===== config.mk =====
export PLATFORM = sky130hd
export DESIGN_NAME = cdc_req_arbiter
export DESIGN_NICKNAME = d
export VERILOG_FILES = /design/src/rtl/cdc_req_arbiter.sv
export SDC_FILE = /design/constraint.sdc
export NUM_CORES = 1
export LEC_CHECK = 0
export ABC_AREA = 1
export CAP_MARGIN = 20
export CORE_ASPECT_RATIO = 0.6
export CORE_MARGIN = 3
export CORE_UTILIZATION = 51
export DETAILED_ROUTE_END_ITERATION = 8
export PLACE_DENSITY_LB_ADDON = 0.25
export SETUP_SLACK_MARGIN = 0.4
export SYNTH_ARGS = -nofsm -noshare
export SYNTH_HDL_FRONTEND = slang
export SYNTH_SLANG_ARGS = --single-unit

===== constraint.sdc =====
create_clock -name clk_i -period 2.6 [get_ports clk_i]
set_clock_uncertainty 0.2 [all_clocks]
set_input_delay 0.52 -clock clk_i [delete_from_list [all_inputs] [get_ports clk_i]]
set_output_delay 0.52 -clock clk_i [all_outputs]
set_load 0.02 [all_outputs]

===== src/rtl/cdc_req_arbiter.sv =====
// Round-robin arbiter that funnels NUM_REQ requesters into a single fast-to-slow CDC launch channel.
// Launches one payload, waits for the channel busy handshake, then acks the requester or aborts on timeout.
module cdc_req_arbiter #(
  parameter int unsigned NUM_REQ = 4,
  parameter int unsigned DATA_W  = 8,
  parameter int unsigned TIMEOUT = 15
) (
  input  logic                        clk_i,
  input  logic                        rst_i,
  input  logic [NUM_REQ-1:0]          req_i,
  input  logic [NUM_REQ*DATA_W-1:0]   data_i,
  output logic [NUM_REQ-1:0]          ack_o,
  output logic [DATA_W-1:0]           cdc_data_o,
  output logic                        cdc_valid_o,
  input  logic                        cdc_busy_i,
  output logic [$clog2(NUM_REQ)-1:0]  grant_id_o,
  output logic                        busy_o,
  output logic                        timeout_o
);

  localparam int unsigned ID_W  = $clog2(NUM_REQ);
  localparam int unsigned SUM_W = ID_W + 1;
  localparam int unsigned CNT_W = 8;
  localparam int unsigned DV_W  = NUM_REQ * DATA_W;

  localparam logic [1:0] S_IDLE      = 2'd0;
  localparam logic [1:0] S_LAUNCH    = 2'd1;
  localparam logic [1:0] S_WAIT_BUSY = 2'd2;
  localparam logic [1:0] S_WAIT_DONE = 2'd3;

  logic [1:0]          r_state;
  logic [ID_W-1:0]     r_rr_ptr;
  logic [CNT_W-1:0]    r_cnt;
  logic [NUM_REQ-1:0]  r_ack;
  logic [DATA_W-1:0]   r_data;
  logic [ID_W-1:0]     r_grant;
  logic                r_valid;
  logic                r_busy;
  logic                r_timeout;

  logic [1:0]          w_state_nxt;
  logic [ID_W-1:0]     w_rr_nxt;
  logic [CNT_W-1:0]    w_cnt_nxt;
  logic [NUM_REQ-1:0]  w_ack_nxt;
  logic [DATA_W-1:0]   w_data_nxt;
  logic [ID_W-1:0]     w_grant_nxt;
  logic                w_valid_nxt;
  logic                w_timeout_nxt;
  logic [ID_W-1:0]     w_grant_inc;

  logic [NUM_REQ-1:0]  w_rot_req;
  logic [DV_W-1:0]     w_rot_data;
  logic                w_found;
  logic [ID_W-1:0]     w_pick;
  logic [DATA_W-1:0]   w_pick_data;
  logic [SUM_W-1:0]    w_sum;

  // Rotate requests and payloads so index 0 of the rotated view is rr_ptr.
  assign w_rot_req  = NUM_REQ'({req_i, req_i} >> r_rr_ptr);
  assign w_rot_data = DV_W'({data_i, data_i} >> (r_rr_ptr * DATA_W));

  always_comb begin
    w_found     = 1'b0;
    w_pick      = '0;
    w_pick_data = '0;
    w_sum       = '0;
    for (int i = 0; i < int'(NUM_REQ); i++) begin
      if (!w_found && w_rot_req[i]) begin
        w_found     = 1'b1;
        w_sum       = {1'b0, r_rr_ptr} + SUM_W'(i);
        if (w_sum >= SUM_W'(NUM_REQ)) begin
          w_sum = w_sum - SUM_W'(NUM_REQ);
        end
        w_pick      = ID_W'(w_sum);
        w_pick_data = w_rot_data[i*DATA_W +: DATA_W];
      end
    end
  end

  assign w_grant_inc = (r_grant == ID_W'(NUM_REQ - 1)) ? '0 : r_grant + ID_W'(1);

  // Next-state and next-output logic.
  always_comb begin
    w_state_nxt   = r_state;
    w_rr_nxt      = r_rr_ptr;
    w_cnt_nxt     = r_cnt;
    w_ack_nxt     = '0;
    w_data_nxt    = r_data;
    w_grant_nxt   = r_grant;
    w_valid_nxt   = 1'b0;
    w_timeout_nxt = 1'b0;
    case (r_state)
      S_IDLE: begin
        if (w_found && !cdc_busy_i) begin
          w_grant_nxt = w_pick;
          w_data_nxt  = w_pick_data;
          w_valid_nxt = 1'b1;
          w_state_nxt = S_LAUNCH;
        end
      end
      S_LAUNCH: begin
        w_cnt_nxt   = '0;
        w_state_nxt = S_WAIT_BUSY;
      end
      S_WAIT_BUSY: begin
        if (cdc_busy_i) begin
          w_state_nxt = S_WAIT_DONE;
        end else begin
          w_cnt_nxt = r_cnt + CNT_W'(1);
          if (r_cnt + CNT_W'(1) == CNT_W'(TIMEOUT)) begin
            w_timeout_nxt = 1'b1;
            w_rr_nxt      = w_grant_inc;
            w_state_nxt   = S_IDLE;
          end
        end
      end
      default: begin
        if (!cdc_busy_i) begin
          w_ack_nxt[r_grant] = 1'b1;
          w_rr_nxt           = w_grant_inc;
          w_state_nxt        = S_IDLE;
        end
      end
    endcase
  end

  always_ff @(posedge clk_i) begin
    if (rst_i) begin
      r_state   <= S_IDLE;
      r_rr_ptr  <= '0;
      r_cnt     <= '0;
      r_ack     <= '0;
      r_data    <= '0;
      r_grant   <= '0;
      r_valid   <= 1'b0;
      r_busy    <= 1'b0;
      r_timeout <= 1'b0;
    end else begin
      r_state   <= w_state_nxt;
      r_rr_ptr  <= w_rr_nxt;
      r_cnt     <= w_cnt_nxt;
      r_ack     <= w_ack_nxt;
      r_data    <= w_data_nxt;
      r_grant   <= w_grant_nxt;
      r_valid   <= w_valid_nxt;
      r_busy    <= (w_state_nxt != S_IDLE);
      r_timeout <= w_timeout_nxt;
    end
  end

  assign ack_o       = r_ack;
  assign cdc_data_o  = r_data;
  assign cdc_valid_o = r_valid;
  assign grant_id_o  = r_grant;
  assign busy_o      = r_busy;
  assign timeout_o   = r_timeout;

endmodule

==> flow_metrics.env, run 1 <==
export IMPL_yosysSeqAreaShare_pct=23.4
export IMPL_power_density_mw_per_mm2=979
export IMPL_finalSetupTns_ps=0
export IMPL_die_area_mm2=0.00577
export IMPL_syn_area_mm2=0.00248
export IMPL_grt_pass1_wl_um=10900
export IMPL_initial_core_util_pct=56.6
export IMPL_via_count=2820
export IMPL_grt_max_degree=33
export IMPL_hold_path_class="reg -> reg"
export IMPL_path_max_fanout=17
export IMPL_critPathLaunchType="input pin"
export IMPL_gp_congestion=0.869
export IMPL_gr_total_overflow=0
export IMPL_clk_latency_ps=290
export IMPL_cts_root_buffer="clkbuf_8"
export IMPL_synth_nets=462
export IMPL_arrival_ps=2100
export IMPL_cts_buffers=5
export IMPL_drive_gt1_share_pct=10.9
export IMPL_rows=18
export IMPL_final_cell_mix="nand2_1, nor2_1, o21ai_0"
export IMPL_placed_cells=515
export IMPL_drt_pass1_iterations=5
export IMPL_drtAntennaViolNets=0
export IMPL_slew_headroom_pct=62.1
export IMPL_required_ps=2600
export IMPL_area_growth_syn_to_layout_pct=29.9
export IMPL_clock_path_buffers=2
export IMPL_grt_usage_pct=24.2
export IMPL_syn_mean_instance_area_um2=6.02
export IMPL_layout_commonest_cell="nand2_1"
export IMPL_via_per_inst=5.35
export IMPL_clk_pin_slew_ps=60
export IMPL_rsz0062_at_grt="true"
export IMPL_crit_path_end_kind="register"
export IMPL_totalWireLength_um=6600
export IMPL_drt_iter0_drc=164
export IMPL_wl_per_cell_um=12.5
export IMPL_period_share_pct=80.6
export IMPL_h_tree_depth=2
export IMPL_status="completed"
export IMPL_core_mm2=0.00439
export IMPL_cts_num_sinks=29
export IMPL_crit_type="in -> reg"
export IMPL_finalHoldViolations=0
export IMPL_yosysUniqueCellTypes=29
export IMPL_port_buffers=55
export IMPL_postSynthCellCount=413
export IMPL_antennaDiodeCount=0
export IMPL_yosysWarnings=0
export IMPL_fin_crit_ps=2100
export IMPL_ys_ff_latch=29
export IMPL_cts_tree="yes"
export IMPL_cts_hold_buf=0
export IMPL_slew_viol_final=0
export IMPL_final_cells=527
export IMPL_die_y_um=60.1
export IMPL_die_x_um=96.1
export IMPL_num_nets_final=515
export IMPL_hpwl_um=4810
export IMPL_num_io_pins=56
export IMPL_grt_pass1_vias=2493
export IMPL_finalSetupViolCount=0
export IMPL_worst_ir_drop_vdd_v=0.000657
export IMPL_drc_errors=0
export IMPL_p_leak_nw=1.48
export IMPL_fmax_ghz=0.477
export IMPL_drv_cap=0
export IMPL_antenna_found_initial=0
export IMPL_worst_pin_slew_ps=567
-- worst paths after layout --
| check | startpoint | to | slack [ps] | depth (start not counted) |
|---|---|---|---|---|
| worst min-delay path | r_cnt[0]$_SDFFE_PP0P_ | r_cnt[0]$_SDFFE_PP0P_ | 270 | 1 |
| worst max register to register | r_rr_ptr[1]$_SDFFE_PP0P_ | busy_o$_SDFF_PP0_ | 540 | 10 |
| worst min register to register | r_cnt[0]$_SDFFE_PP0P_ | r_cnt[0]$_SDFFE_PP0P_ | 270 | 1 |
| worst max-delay path | req_i[1] | grant_id_o[1]$_SDFFE_PP0P_ | 500 | 9 |
-- worst max-delay path: stages --
cell	delay (ps)
clkdlybuf4s50_1	500
nand2_1	80
nand3_1	120
nand2_2	100
nand4_1	180
nand3_4	110
inv_4	160
o21ai_0	110
a41oi_1	210
-- state kept, by name, indices dropped and copies added, names as in the netlist --
signal and cells:
cdc_valid_o 1, r_rr_ptr 2, r_cnt 8, cdc_data_o 8, ack_o 4, grant_id_o 2, r_state 2, timeout_o 1
busy_o 1
-- kinds of logic after synthesis --
kind of cell / count (synthesis) / synth area share, %
AND/OR/NAND/NOR: 196 / 35.2
AO/OA/AOI/OAI: 102 / 21.2
buffers and inverters: 66 / 11.2
flip-flops: 29 / 23.4
adder cells (fa/ha/maj): 10 / 5.04
multiplexers: 8 / 3.22
XOR/XNOR: 2 / 0.705
-- metal layers --
metal / part of all wire (%) / up-vias / GRT usage, % / routed length, um
met4: 1.5 / 0 / 9.72 / 98
met1: 48 / 1232 / 33.4 / 3150
met3: 9.1 / 12 / 6.16 / 603
li1: - / 1445 / - / -
met2: 42 / 131 / 36.1 / 2750
met5: 0 / - / 0 / 0
-- layout make-up --
type                       instances  area (um2)
multi-input combinational        318        1650
fill                             374        1160
timing repair buffer              65         634
sequential                        29         584
inverter                          47         179
clock buffer                       7        96.3
tap                               60        75.1
clock inverter                     1        5.00
-- Yosys cell counts --
master,number,area (um2)
a21oi_1,28,140
a31oi_1,2,12.5
a41oi_1,1,8.76
buf_2,6,30.0
buf_4,2,15.0
buf_6,2,22.5
clkbuf_1,8,30.0
clkbuf_2,1,5.00
dfxtp_1,29,581
ha_1,10,125
inv_1,43,161
inv_2,4,15.0
mux2i_1,8,80.1
nand2_1,83,312
nand2_2,8,50.1
nand2_4,2,22.5
nand3_1,24,120
nand3_2,5,50.1
nand3b_1,2,15.0
nand4_1,2,12.5
nor2_1,66,248
nor2_4,2,22.5
nor3_1,1,5.00
nor3b_4,1,18.8
o21ai_0,65,325
o21ai_1,3,15.0
o21ai_2,2,17.5
o21bai_1,1,7.51
xor2_1,2,17.5
-- where the power goes --
group,leakage (nW),internal (W),switching (W),total [W]
Combinational,1.18,0.000790,0.00126,0.00205
Clock,0.0542,0.000239,0.000176,0.000415
Sequential,0.238,0.000568,0.000129,0.000697
-- per-stage QoR --
step	setup slack, ps	power [W]	util [%]	instance area (um2)	hold WS [ps]
2_1_floorplan	798	0.00212	-	2480	255
3_3_place_gp	203	0.00260	69.5	3050	267
3_5_place_dp	81.8	0.00263	69.5	3050	276
4_1_cts	425	0.00307	71.9	3160	279
5_1_grt	388	0.00343	73.5	3230	319
6_report	504	0.00316	73.5	3230	274
-- repair_timing --
item / 4_1_cts / 5_1_grt
pin swaps: 0 / 3
buffers inserted: 0 / 4
gates resized for setup: 2 / 15
endpoints found under the setup margin: 2 / 15
hold endpoints to repair: 0 / 0
cloned: 0 / 0
(Power assumes the default switching activity.)
==> run 2, diff against run 1 <==
==> constraint.sdc (replaced) <==
create_clock -name clk_i -period 2 [get_ports clk_i]
set_clock_uncertainty 0.2 [all_clocks]
set_input_delay 0.4 -clock clk_i [delete_from_list [all_inputs] [get_ports clk_i]]
set_output_delay 0.4 -clock clk_i [all_outputs]
set_load 0.02 [all_outputs]
==> run 2 against run 1 <==
Against the previous run:
- the run now ends with design-rule violations, negative setup slack left
- combinational power rose by 100%
- hold slack improved by 7.0 ps
- count of clock-buffer cells in the layout rose by 1
- sequential share of layout area fell by 2.5 points
- via count rose by 27%
- setup slack got worse by 620 ps
- first-iteration DRC count rose to 4.6 times the previous value
- largest cell class unchanged
==> flow_metrics.env, run 2 (same netlist as run 1, synthesis figures left out) <==
export IMPL_status="complete, but fails checks"
export IMPL_violations="design-rule violations, negative setup slack"
export IMPL_fin_crit_ps=2120
export IMPL_gp_congestion=0.858
export IMPL_grt_pass1_wl_um=13200
export IMPL_initial_core_util_pct=56.6
export IMPL_required_ps=2010
export IMPL_cts_root_buffer="clkbuf_8"
export IMPL_h_tree_depth=2
export IMPL_crit_type="reg -> reg"
export IMPL_gr_total_overflow=0
export IMPL_p_leak_nw=1.77
export IMPL_crit_path_end_kind="register"
export IMPL_total_power_w=0.00560
export IMPL_regArea_um2=604
export IMPL_clk_pin_slew_ps=80
export IMPL_num_nets_final=558
export IMPL_wl_per_cell_um=19.4
export IMPL_drt_iter0_drc=747
export IMPL_layout_commonest_cell="nand2_1"
export IMPL_cts_hold_buf=0
export IMPL_core_mm2=0.00439
export IMPL_cts_tree="yes"
export IMPL_area_growth_syn_to_layout_pct=55.7
export IMPL_worst_ir_drop_vdd_v=0.000811
export IMPL_nFillCells=197
export IMPL_hold_path_class="reg -> reg"
export IMPL_worst_pin_slew_ps=384
export IMPL_grt_max_degree=34
export IMPL_clock_path_buffers=2
export IMPL_via_count=3577
export IMPL_grt_usage_pct=29.1
export IMPL_arrival_ps=2130
export IMPL_slew_viol_final=0
export IMPL_path_max_fanout=14
export IMPL_die_area_mm2=0.00577
export IMPL_drv_cap=0
export IMPL_cts_num_sinks=29
export IMPL_multi_input_area_mm2=0.00189
export IMPL_placed_cells=530
export IMPL_totalWireLength_um=11100
export IMPL_worst_slack_ps=-119
export IMPL_finalSetupViolCount=8
export IMPL_drtAntennaViolNets=0
export IMPL_critPathLaunchType="register"
export IMPL_antenna_found_initial=0
export IMPL_fmax_ghz=0.472
export IMPL_via_per_inst=6.28
export IMPL_drt_pass1_iterations=9
export IMPL_clk_latency_ps=290
export IMPL_cts_buffers=5
export IMPL_final_cells=570
export IMPL_num_io_pins=56
export IMPL_antennaDiodeCount=0
export IMPL_rsz0062_at_grt="true"
export IMPL_port_buffers=55
export IMPL_grt_pass1_vias=2839
export IMPL_period_share_pct=106
export IMPL_slew_headroom_pct=74.4
export IMPL_final_cell_mix="nand2_1, nor2_1, o21ai_0"
export IMPL_die_y_um=60.1
export IMPL_die_x_um=96.1
export IMPL_pre_cts_ws_ps=-333
export IMPL_drive_gt1_share_pct=26.9
export IMPL_hpwl_um=5320
export IMPL_finalHoldViolations=0
export IMPL_power_density_mw_per_mm2=1450
export IMPL_rows=18
export IMPL_drc_errors=28
## run 2: cell count changes in the layout (fill, tap and decap cells not counted), moves of 6 or more
cell,before,now
a21oi_1,28,22
buf_4,9,39
clkdlybuf4s50_1,53,33
dfxtp_1,26,20
dlygate4sd2_1,0,14
nor2_1,66,59
nor2_4,2,8
o21ai_0,62,40
o21ai_1,5,25
## run 2: final cells by class
class / count / area share [%]
clock buffer: 8 / 2.33
tap: 60 / 1.94
timing repair buffer: 105 / 26.0
timing repair inverter: 1 / 0.162
inverter: 47 / 4.98
sequential: 29 / 15.6
multi-input combinational: 320 / 49.0
## run 2: timing repair
action,in CTS,in global routing
setup endpoints to repair,41,35
setup buffers,8,20
gates resized for setup,48,67
pin swaps,10,25
gates cloned,3,1
## run 2: power breakdown
part	internal [W]	total [W]	switching, W
registers	0.000758	0.000966	0.000207
logic	0.00165	0.00411	0.00246
clock network	0.000281	0.000532	0.000251
## run 2: path summary, 6_finish.rpt
path / cells past startpoint / from / to / slack, ps
max reg2reg: 11 / r_rr_ptr[0]$_SDFFE_PP0P_ / cdc_data_o[2]$_SDFFE_PP0P_ / -120
max: 11 / r_rr_ptr[0]$_SDFFE_PP0P_ / cdc_data_o[2]$_SDFFE_PP0P_ / -120
min: 2 / r_cnt[7]$_SDFFE_PP0P_ / r_cnt[7]$_SDFFE_PP0P_ / 280
min reg2reg: 2 / r_cnt[7]$_SDFFE_PP0P_ / r_cnt[7]$_SDFFE_PP0P_ / 280
## run 2: routing by layer
layer  routed length, um  part of all wire (%)  global-route usage (%)
met1                3940                    36                    38.9
met2                4630                    42                    47.8
met3                1620                    15                    5.91
met4                 881                   8.0                    7.69
met5                   0                     0                       0
## run 2: worst max-delay path, stage by stage (launching register included)
cell	delay [ps]
dfxtp_4	430
buf_12	160
nand2_2	80
nand3_2	100
nand2_4	80
buf_12	140
buf_12	120
nor2_4	180
o21ai_0	150
nand3_1	150
a21oi_1	50
a21oi_1	190
## run 2: metrics by stage
stage	utilization [%]	setup TNS, ps	instance area (um2)	hold slack, ps
after floorplan	-	0	2550	247
after global placement	74.4	-1980	3270	267
after detailed placement	74.4	-3390	3270	264
after CTS	79.3	0	3480	281
after global routing	88.1	-738	3870	304
final	88.1	-494	3870	281
